**src/rtl/ov7670_video_source_if.sv**
```systemverilog
// ov7670_video_source_if
//
// Purpose: the OV7670 parallel pixel bus between a video source and a
// capture path. The source drives every signal; the receiver samples
// vsync, href and d on the rising edge of pclk.
//
// Signals:
//   pclk   pixel clock
//   vsync  frame sync, active high
//   href   line valid, active high
//   d      pixel byte (high byte of each RGB565 pixel first)
//
// Modports:
//   master  driven by the video source
//   slave   observed by the capture path
interface ov7670_video_source_if;
    logic       pclk;
    logic       vsync;
    logic       href;
    logic [7:0] d;

    modport master (output pclk, output vsync, output href, output d);
    modport slave  (input  pclk, input  vsync, input  href, input  d);
endinterface

```
**src/rtl/ov7670_video_source.sv**
```systemverilog
// ov7670_video_source
//
// Purpose: OV7670 pixel-bus transmitter. Generates pclk, vsync, href and d
// with VGA RGB565 style timing and carries one of four test patterns, so a
// capture path can be exercised without a physical sensor.
//
// Ports:
//   clk          system clock
//   reset_       asynchronous active-low reset
//   enable       frame request, sampled at frame boundaries
//   pattern_sel  0 colour bars, 1 ramp, 2 frame-count solid, 3 checkerboard
//   cam          pixel bus (master side): pclk, vsync, href, d
//   frame_done   one-clk pulse on the pclk fall that ends a frame
//   frame_cnt    completed-frame count, wraps 255 -> 0
module ov7670_video_source #(
    parameter int CLK_DIV  = 1,
    parameter int H_ACTIVE = 640,
    parameter int H_BLANK  = 288,
    parameter int V_SYNC   = 3,
    parameter int V_BACK   = 17,
    parameter int V_ACTIVE = 480,
    parameter int V_FRONT  = 10
) (
    input  logic                         clk,
    input  logic                         reset_,
    input  logic                         enable,
    input  logic [1:0]                   pattern_sel,
    ov7670_video_source_if.master        cam,
    output logic                         frame_done,
    output logic [7:0]                   frame_cnt
);

    localparam int LINE_TP = 2 * H_ACTIVE + H_BLANK;
    localparam int V_TOTAL = V_SYNC + V_BACK + V_ACTIVE + V_FRONT;
    // At least 5 bits of line position and 4 bits of line index so that the
    // checkerboard can always look at x[3] (= h[4]) and y[3].
    localparam int HW      = ($clog2(LINE_TP) < 5) ? 5 : $clog2(LINE_TP);
    localparam int VW      = ($clog2(V_TOTAL) < 4) ? 4 : $clog2(V_TOTAL);
    localparam int DW      = (CLK_DIV > 1) ? $clog2(CLK_DIV) : 1;
    localparam int BAR_PX  = H_ACTIVE / 8;
    localparam int BW      = (BAR_PX > 1) ? $clog2(BAR_PX) : 1;

    localparam logic [DW-1:0] DIV_LAST = DW'(CLK_DIV - 1);
    localparam logic [HW-1:0] H_LAST   = HW'(LINE_TP - 1);
    localparam logic [HW-1:0] H_HREF   = HW'(2 * H_ACTIVE);
    localparam logic [BW-1:0] BAR_LAST = BW'(BAR_PX - 1);

    typedef enum logic [2:0] {
        ST_IDLE,
        ST_VSYNC,
        ST_VBACK,
        ST_ACTIVE,
        ST_VFRONT
    } state_t;

    state_t         state_q, state_d;
    logic [DW-1:0]  div_q, div_d;
    logic           pclk_q, pclk_d;
    logic [HW-1:0]  h_q, h_d;
    logic [VW-1:0]  v_q, v_d;
    logic [BW-1:0]  bar_px_q, bar_px_d;
    logic [2:0]     bar_idx_q, bar_idx_d;
    logic [1:0]     pat_q, pat_d;
    logic           vsync_q, vsync_d;
    logic           href_q, href_d;
    logic [7:0]     d_q, d_d;
    logic           frame_done_q, frame_done_d;
    logic [7:0]     frame_cnt_q, frame_cnt_d;

    logic           tick;
    logic           tp_end;
    logic [VW-1:0]  v_last;
    logic [HW-2:0]  x_px;
    logic [15:0]    pixel;

    // Next-state logic. Everything except the pclk divider only moves on a
    // pclk falling edge (tp_end), where the registered bus outputs are
    // recomputed for the tp that starts there. h/v/state describe that tp.
    always_comb begin
        state_d      = state_q;
        div_d        = div_q;
        pclk_d       = pclk_q;
        h_d          = h_q;
        v_d          = v_q;
        bar_px_d     = bar_px_q;
        bar_idx_d    = bar_idx_q;
        pat_d        = pat_q;
        vsync_d      = vsync_q;
        href_d       = href_q;
        d_d          = d_q;
        frame_done_d = 1'b0;
        frame_cnt_d  = frame_cnt_q;
        x_px         = '0;
        pixel        = 16'h0000;

        tick   = (div_q == DIV_LAST);
        tp_end = tick & pclk_q;
        div_d  = tick ? '0 : div_q + DW'(1);
        pclk_d = tick ? ~pclk_q : pclk_q;

        case (state_q)
            ST_VSYNC:  v_last = VW'(V_SYNC - 1);
            ST_VBACK:  v_last = VW'(V_BACK - 1);
            ST_ACTIVE: v_last = VW'(V_ACTIVE - 1);
            ST_VFRONT: v_last = VW'(V_FRONT - 1);
            default:   v_last = '0;
        endcase

        if (tp_end) begin
            if (state_q == ST_IDLE) begin
                if (enable) begin
                    state_d = ST_VSYNC;
                    pat_d   = pattern_sel;
                end
            end else if (h_q != H_LAST) begin
                h_d = h_q + HW'(1);
            end else begin
                h_d = '0;
                if (v_q != v_last) begin
                    v_d = v_q + VW'(1);
                end else begin
                    v_d = '0;
                    case (state_q)
                        ST_VSYNC:  state_d = ST_VBACK;
                        ST_VBACK:  state_d = ST_ACTIVE;
                        ST_ACTIVE: state_d = ST_VFRONT;
                        ST_VFRONT: begin
                            frame_done_d = 1'b1;
                            frame_cnt_d  = frame_cnt_q + 8'd1;
                            // Back-to-back frames: the next vsync starts on
                            // the very edge that ends this frame.
                            if (enable) begin
                                state_d = ST_VSYNC;
                                pat_d   = pattern_sel;
                            end else begin
                                state_d = ST_IDLE;
                            end
                        end
                        default:   state_d = ST_IDLE;
                    endcase
                end
            end

            // Bar position follows the pixel index with a small counter so
            // no divider is needed; a new pixel begins on every even tp.
            if (h_d == '0) begin
                bar_px_d  = '0;
                bar_idx_d = 3'd0;
            end else if (!h_d[0]) begin
                if (bar_px_q == BAR_LAST) begin
                    bar_px_d  = '0;
                    bar_idx_d = bar_idx_q + 3'd1;
                end else begin
                    bar_px_d  = bar_px_q + BW'(1);
                end
            end

            x_px = h_d[HW-1:1];
            case (pat_d)
                2'd0: begin
                    case (bar_idx_d)
                        3'd0:    pixel = 16'hFFFF;
                        3'd1:    pixel = 16'hFFE0;
                        3'd2:    pixel = 16'h07FF;
                        3'd3:    pixel = 16'h07E0;
                        3'd4:    pixel = 16'hF81F;
                        3'd5:    pixel = 16'hF800;
                        3'd6:    pixel = 16'h001F;
                        default: pixel = 16'h0000;
                    endcase
                end
                2'd1:    pixel = 16'(x_px);
                2'd2:    pixel = {frame_cnt_d, frame_cnt_d};
                default: pixel = (x_px[3] ^ v_d[3]) ? 16'hFFFF : 16'h0000;
            endcase

            vsync_d = (state_d == ST_VSYNC);
            href_d  = (state_d == ST_ACTIVE) && (h_d < H_HREF);
            d_d     = href_d ? (h_d[0] ? pixel[7:0] : pixel[15:8]) : 8'h00;
        end
    end

    // State register; reset is asynchronous so outputs clear without a clock.
    always_ff @(posedge clk or negedge reset_) begin
        if (!reset_) begin
            state_q      <= ST_IDLE;
            div_q        <= '0;
            pclk_q       <= 1'b0;
            h_q          <= '0;
            v_q          <= '0;
            bar_px_q     <= '0;
            bar_idx_q    <= 3'd0;
            pat_q        <= 2'd0;
            vsync_q      <= 1'b0;
            href_q       <= 1'b0;
            d_q          <= 8'h00;
            frame_done_q <= 1'b0;
            frame_cnt_q  <= 8'h00;
        end else begin
            state_q      <= state_d;
            div_q        <= div_d;
            pclk_q       <= pclk_d;
            h_q          <= h_d;
            v_q          <= v_d;
            bar_px_q     <= bar_px_d;
            bar_idx_q    <= bar_idx_d;
            pat_q        <= pat_d;
            vsync_q      <= vsync_d;
            href_q       <= href_d;
            d_q          <= d_d;
            frame_done_q <= frame_done_d;
            frame_cnt_q  <= frame_cnt_d;
        end
    end

    assign cam.pclk   = pclk_q;
    assign cam.vsync  = vsync_q;
    assign cam.href   = href_q;
    assign cam.d      = d_q;
    assign frame_done = frame_done_q;
    assign frame_cnt  = frame_cnt_q;

endmodule
```
**src/flat_wrapper.sv**
```systemverilog
// flat-port wrapper written by rule: the top's interface ports become plain ports
module ov7670_video_source_flat 
#(
    parameter int CLK_DIV  = 1,
    parameter int H_ACTIVE = 640,
    parameter int H_BLANK  = 288,
    parameter int V_SYNC   = 3,
    parameter int V_BACK   = 17,
    parameter int V_ACTIVE = 480,
    parameter int V_FRONT  = 10
)
  (clk, reset_, enable, pattern_sel, frame_done, frame_cnt, cam_pclk, cam_vsync, cam_href, cam_d);
  ov7670_video_source_if cam_i ();
  input  logic clk;
  input  logic reset_;
  input  logic enable;
  input  logic [1:0] pattern_sel;
  output logic frame_done;
  output logic [7:0] frame_cnt;
  output wire logic [$bits(cam_i.pclk)-1:0] cam_pclk;
  output wire logic [$bits(cam_i.vsync)-1:0] cam_vsync;
  output wire logic [$bits(cam_i.href)-1:0] cam_href;
  output wire logic [$bits(cam_i.d)-1:0] cam_d;
  assign cam_pclk = cam_i.pclk;
  assign cam_vsync = cam_i.vsync;
  assign cam_href = cam_i.href;
  assign cam_d = cam_i.d;
  ov7670_video_source #(.CLK_DIV(CLK_DIV), .H_ACTIVE(H_ACTIVE), .H_BLANK(H_BLANK), .V_SYNC(V_SYNC), .V_BACK(V_BACK), .V_ACTIVE(V_ACTIVE), .V_FRONT(V_FRONT)) u_core (.clk(clk), .reset_(reset_), .enable(enable), .pattern_sel(pattern_sel), .cam(cam_i), .frame_done(frame_done), .frame_cnt(frame_cnt));
endmodule
```
**config.mk**
```make
export PLATFORM = sky130hd
export DESIGN_NAME = ov7670_video_source_flat
export DESIGN_NICKNAME = d
export VERILOG_FILES = /design/src/rtl/ov7670_video_source_if.sv /design/src/rtl/ov7670_video_source.sv /design/src/flat_wrapper.sv
export SDC_FILE = /design/constraint.sdc
export NUM_CORES = 1
export LEC_CHECK = 0
export CORE_ASPECT_RATIO = 0.75
export CORE_MARGIN = 2
export CORE_UTILIZATION = 60
export CTS_CLUSTER_DIAMETER = 40
export DETAILED_ROUTE_END_ITERATION = 10
export PLACE_DENSITY_LB_ADDON = 0.25
export REMOVE_ABC_BUFFERS = 1
export SLEW_MARGIN = 40
export SYNTH_ARGS = -nofsm -noshare
export SYNTH_HDL_FRONTEND = slang
export SYNTH_SLANG_ARGS = --single-unit
```
**constraint.sdc**
```tcl
create_clock -name clk -period 9.5 [get_ports clk]
set_input_delay 1.9 -clock clk [delete_from_list [all_inputs] [get_ports clk]]
set_output_delay 1.9 -clock clk [all_outputs]
set_load 0.1 [all_outputs]
```
==> results.cfg, run 1 <==
[critical_path]
r2r-end = u_core.cam.d[4]
timing.critical_path.fanout_max = 10
startpoint = u_core.h_q[8]
r2r_setup_slack_ns = 5.89
endpoint_kind = flop
cp-start-kind = flop
cp_slowest_cell = nor2_1
reg2reg_depth = 9
required_ns = 9.74
crit_path_max_incr_delay_ns = 0.73
reg2reg_from = u_core.h_q[8]
worst_path_most_repeated_cell = nor2_1
endpoint = u_core.cam.d[4]
worst-setup-path-type = flop to flop
cp_cell_sequence = nor4bb_1, nand4_1, nor2_1, mux2_2, nor2_1, xor2_1, o21bai_4, a211o_1, o221ai_1
cp.arrival_ns = 3.85

[power_and_ir_drop]
ir_worst_vdd_uv = 79.9
leakagePower_nw = 1.64
cellPowerDensity_nw_per_um2 = 99.9

[clocking]
cts_resized = 0
cts_root_buf = clkbuf_8
cts_max_level = 2
cts_hold_fix_bufs = 0
clk-insertion-delay-late_ns = 0.32
cts-buffers-inserted = 5
cts_tree = done
cts_post_setup_buffers_inserted = 0
path_clk_slew_ns = 0.10
cts_max_path_buffers = 2
clock_sink_count = 55

[timing]
worst_slew_pin_slew_ns = 0.737
report.final.slew_viol_count = 0
max_slew_margin_pct = 50.8
final.setup_skew_ns = 0.00395
post-route-worst-setup-slack_ns = 5.89
final.period_utilization_pct = 38.0
achievable-frequency_mhz = 277
timing.final.setup_violations = 0
finalCriticalPeriod_ns = 3.61
rsz_0062_raised_after_global_routing = false
tns_ns = 0
hold_violations = 0

[logic_synthesis]
post_synth_inst_count = 415
syn-mean-instance-area_sq_um = 8.69
synth_top_area_cell = dfrtp_1
synth-main-ff-cell = dfrtp_1
synthDistinctLibCells = 60
synth_async_sr_flop_share_pct = 100
ys_ff_latch = 55
portion_of_the_post_synthesis_area_used_by_sequential_elements_pct = 38.2
synth_warnings = 0
mapped_area_sq_um = 3610
number_of_flops_mapped_to_enable_cells_by_yosys = 0
yosys.area.top_type_share_pct = 38.2
post_synth_main_area_contributors = dfrtp_1 (38%), o21ai_0 (6.0%), nand2_1 (5.5%)

[place]
detailed_place_hpwl_mm = 5.93
place.port_buffers = 24
pre_cts_slack_ns = 5.71
gp_congestion = 0.896

[detailed_routing]
routed_wire_length_per_instance_microns = 16.4
via_per_inst = 6.31
drt_wl_total_mm = 8.28
antenna_violating_nets_post_route = 0
route.detailed.drc = 0
detailedRoute.firstIterationViolations = 254
via_count = 3194
firstDrtPassIters = 5

[global_routing]
via_count_of_the_first_global_routing_pass = 2816
antenna_found_initial = 0
grt_overflow_total = 0
grt_util_all_layers_pct = 26.8
grt_pass1_wl_mm = 14.2
grt_max_degree = 56

[final_layout]
most-common-layout-cells = dfrtp_1 (55), nand2_1 (53), o21ai_0 (43)
net_count_reported_at_finish = 437
antenna-diode-count = 0
layout-drive-gt1-share_pct = 11.9
area_growth_syn_to_layout_pct = 7.60
final_common_cell = dfrtp_1
fillerInstances = 493

[floorplan]
floorplan.rows = 24
core_area_sq_um = 5800
die_y_microns = 71.2
floorplan.die_area_sq_um = 6650
fp.dieW_microns = 93.5
floorplan.initialDensity_pct = 62.2
ioPinCount = 25

[job]
cap_viol_max_count = 0

[min_path]
worstHoldPathType = flop to flop
timing.hold.worst.start = u_core.cam.d[5]

[run_status]
status = finished, final reports clean
## critical path, delay by kind of cell, from the launching register on
family          cells  cell delay, ns
flops               1            0.46
compound gates      3            0.67
mux                 1            0.41
xor+xnor            1            0.28
simple gates        4            1.71
## cells by family after synthesis
logic type | after synthesis | share of synthesized area [%]
AND/OR/NAND/NOR | 171 | 24.3
multiplexers | 13 | 4.06
flip-flops | 55 | 38.2
buffers and inverters | 28 | 2.98
adder cells (fa/ha/maj) | 5 | 1.73
AO/OA/AOI/OAI | 115 | 22.0
XOR/XNOR | 28 | 6.80
## cell usage after synthesis, types with 3 or more instances
cell type,instances
ha_1,5
nand2b_1,7
o32ai_1,3
clkbuf_1,17
mux2_2,6
xnor2_1,15
inv_1,7
o2bb2ai_1,3
dfrtp_1,55
a21o_1,4
nand2_1,53
and3_1,4
xor2_1,13
a21oi_1,17
mux2i_1,5
o221ai_1,5
nand4_1,6
and2_1,4
or3_1,3
o211ai_1,3
nor3_1,7
and4_1,4
nor2b_1,7
a31oi_1,3
nand3_1,20
o21a_1,7
o21ai_0,43
o31ai_1,8
nor2_1,37
nor4_1,5
## per-stage QoR
step,total power [W],cells,utilization [%],cell area (sq um),hold WS [ns]
6_report,0.000388,506,67.0,3880,0.508
2_1_floorplan,0.000239,394,-,3530,0.464
4_1_cts,0.000391,506,66.9,3880,0.508
3_5_place_dp,0.000246,498,65.1,3770,0.471
3_3_place_gp,0.000246,498,66.8,3870,0.483
5_1_grt,0.000401,506,67.0,3880,0.540
## final cells by class
| cell class | instances | area, sq um | area share, % |
|---|---|---|---|
| clock buffers | 6 | 82.6 | 2.13 |
| inverters | 7 | 26.3 | 0.677 |
| repair buffers | 26 | 150 | 3.87 |
| clock inverters | 2 | 20.0 | 0.516 |
| flip-flops and latches | 55 | 1380 | 35.5 |
| well taps | 78 | 97.6 | 2.51 |
| multi-input cells | 332 | 2130 | 54.8 |
## how the worst min path moves through the flow
stage,to,depth (start not counted)
final,u_core.cam.d[5],2
after global routing,u_core.cam.d[3],1
after CTS,u_core.cam.d[3],1
after detailed placement,u_core.cam.d[5],2
after global placement,u_core.cam.d[3],1
after floorplan,u_core.bar_px_q[2],1
## flip-flops by register name, summed over array words and instances (netlist names)
signal / cells
u_core.cam.d: 8
u_core.bar_idx_q: 3
u_core.frame_done: 1
u_core.cam.vsync: 1
u_core.state_q: 3
u_core.cam.pclk: 1
u_core.pat_q: 2
u_core.bar_px_q: 7
u_core.v_q: 9
u_core.h_q: 11
u_core.frame_cnt: 8
u_core.cam.href: 1
## where the power goes
part	leakage (nW)	internal, W	switching (W)
sequential	0.728	0.000234	0
combinational	0.858	0.00000188	0.00000565
clock	0.0533	0.0000616	0.0000846
## routing by layer
| metal | up-vias | global-route usage [%] | wire [microns] | part of all wire [%] |
|---|---|---|---|---|
| li1 | 1540 | - | - | - |
| met4 | 0 | 5.64 | 72 | 0.87 |
| met3 | 9 | 4.69 | 625 | 7.5 |
| met5 | - | 0 | 0 | 0 |
| met1 | 1527 | 45.1 | 4150 | 50 |
| met2 | 118 | 35.3 | 3430 | 41 |
Note: power is estimated with default switching activity, not from simulation.
==> inputs of run 2 (changes only) <==
Settings changed: CORE_UTILIZATION 60 to 54.
Clock period 9.5 ns to 3.1 ns, I/O delays scaled along.
==> run 2 against run 1 <==
Routed wire length rose by 10%; design area rose by 9.0%; utilization fell by 0.69 points; global-route usage fell by 0.28 points; fmax rose by 20%; sequential power rose to 3.1 times the previous value; first-iteration DRC count fell by 8.7%; non-clock buffer count rose by 37.
==> results.cfg, run 2 (synthesis results as in run 1) <==
[place]
numPlacedInstances = 536
gp_congestion = 0.906
placed_cell_area_sq_um = 4090
detailed_place_hpwl_mm = 6.71
place.port_buffers = 24
pre_cts_slack_ns = 0.0846

[global_routing]
grt_max_degree = 56
grt_pass1_wl_mm = 15.4
grt_overflow_total = 0
antenna_found_initial = 0
grt_util_all_layers_pct = 26.5
via_count_of_the_first_global_routing_pass = 3118

[detailed_routing]
route.detailed.drc = 0
detailedRoute.firstIterationViolations = 232
via_per_inst = 6.11
antenna_violating_nets_post_route = 0
drt_wl_total_mm = 9.14
routed_wire_length_per_instance_microns = 16.7
firstDrtPassIters = 5
via_count = 3336

[power_and_ir_drop]
ir_worst_vdd_uv = 188
leakagePower_nw = 1.82
cellPowerDensity_nw_per_um2 = 271

[final_layout]
largest_reg_flops = 11
final_common_cell = buf_4
top_register = u_core.h_q
antenna-diode-count = 0
most-common-layout-cells = buf_4 (59), dfrtp_1 (55), nand2_1 (53)
biggestRegsByFlops = u_core.h_q: 11 flops, u_core.v_q: 9 flops
area_growth_syn_to_layout_pct = 17.2
finalInstanceArea_sq_um = 4230
net_count_reported_at_finish = 474
layout-drive-gt1-share_pct = 19.8
fillerInstances = 533
finalCoreUtilization_pct = 66.3
final-instance-count-excl-fill = 546

[clocking]
clk-insertion-delay-late_ns = 0.32
clock_sink_count = 55
cts_max_path_buffers = 2
cts_tree = done
cts-buffers-inserted = 5
cts_max_level = 2
path_clk_slew_ns = 0.10
cts_root_buf = clkbuf_8

[floorplan]
floorplan.initialDensity_pct = 56.5
fp.dieW_microns = 98.4
floorplan.die_area_sq_um = 7360
die_y_microns = 74.8
core_area_sq_um = 6380
floorplan.rows = 25
ioPinCount = 25

[timing]
post-route-worst-setup-slack_ns = 0.102
timing.final.setup_violations = 0
hold_violations = 0
rsz_0062_raised_after_global_routing = true
finalCriticalPeriod_ns = 3.00
achievable-frequency_mhz = 334
max_slew_margin_pct = 53.5
final.setup_skew_ns = 0.00758
fin_worst_hold_slack_ns = 0.426
report.final.slew_viol_count = 0
final.period_utilization_pct = 96.7
worst_slew_pin_slew_ns = 0.697

[critical_path]
required_ns = 3.33
cp.arrival_ns = 3.23
timing.critical_path.fanout_max = 4
worst-setup-path-type = flop to flop
cp-start-kind = flop
endpoint_kind = flop

[min_path]
worstHoldPathType = input pin to async pin

[run_status]
status = finished, final reports clean

[job]
cap_viol_max_count = 0
-- run 2: changes by cell type in the layout (fill, tap and decap cells not counted), sizes merged --
cell,change
buf,+37
clkinvlp,+1
inv,-1
-- run 2: report_power, final --
group / internal (W) / total (W) / switching, W
combinational: 0.00000588 / 0.0000238 / 0.0000179
sequential: 0.000717 / 0.000717 / 0
clock: 0.000159 / 0.000407 / 0.000248
total: 0.000882 / 0.00115 / 0.000266
-- run 2: repair_timing --
action	CTS	global route
endpoints found under the hold margin	0	0
hold buffers	0	0
setup endpoints to repair	0	8
setup buffers	0	2
gates resized for setup	0	9
-- run 2: layout make-up --
cell class	count	area, sq um	share of cell area [%]
multi-input cells	332	2160	51.1
flip-flops and latches	55	1380	32.5
repair buffers	63	478	11.3
well taps	81	101	2.40
clock buffers	6	72.6	1.72
inverters	7	26.3	0.621
clock inverters	2	12.5	0.296
-- run 2: critical path, cell delays in order, from the launching register on --
cell	delay (ns)
dfrtp_1	0.39
nand2b_1	0.18
or4b_4	0.51
a311o_1	0.42
o31ai_4	0.27
o211ai_1	0.17
a211o_1	0.28
o21bai_4	0.19
a211o_1	0.29
o221ai_2	0.21
-- run 2: through the flow --
step,TNS (ns),total power [W]
floorplan,0,0.000733
detailed placement,0,0.000756
global placement,0,0.000755
global route,-0.0414,0.00119
finish,0,0.00115
CTS,0,0.00115
-- run 2: path summary, 6_finish.rpt --
path	slack, ns	end	startpoint	depth (start not counted)
worst max-delay path	0.10	u_core.cam.d[5]	u_core.state_q[1]	9
worst min-delay path	0.43	u_core.v_q[8]	reset_	2
worst max register to register	0.10	u_core.cam.d[5]	u_core.state_q[1]	9
worst min register to register	0.51	u_core.cam.d[2]	u_core.cam.d[2]	1
max in group asynchronous	2.22	u_core.cam.d[7]	reset_	2
min in group clk	0.51	u_core.cam.d[2]	u_core.cam.d[2]	1
-- run 2: metal layers --
layer,global-route usage [%],up-vias,wire length (microns)
li1,-,1617,-
met1,40.2,1568,4550
met2,37.7,136,3730
met3,6.87,15,723
met4,7.00,0,134
met5,0,-,0
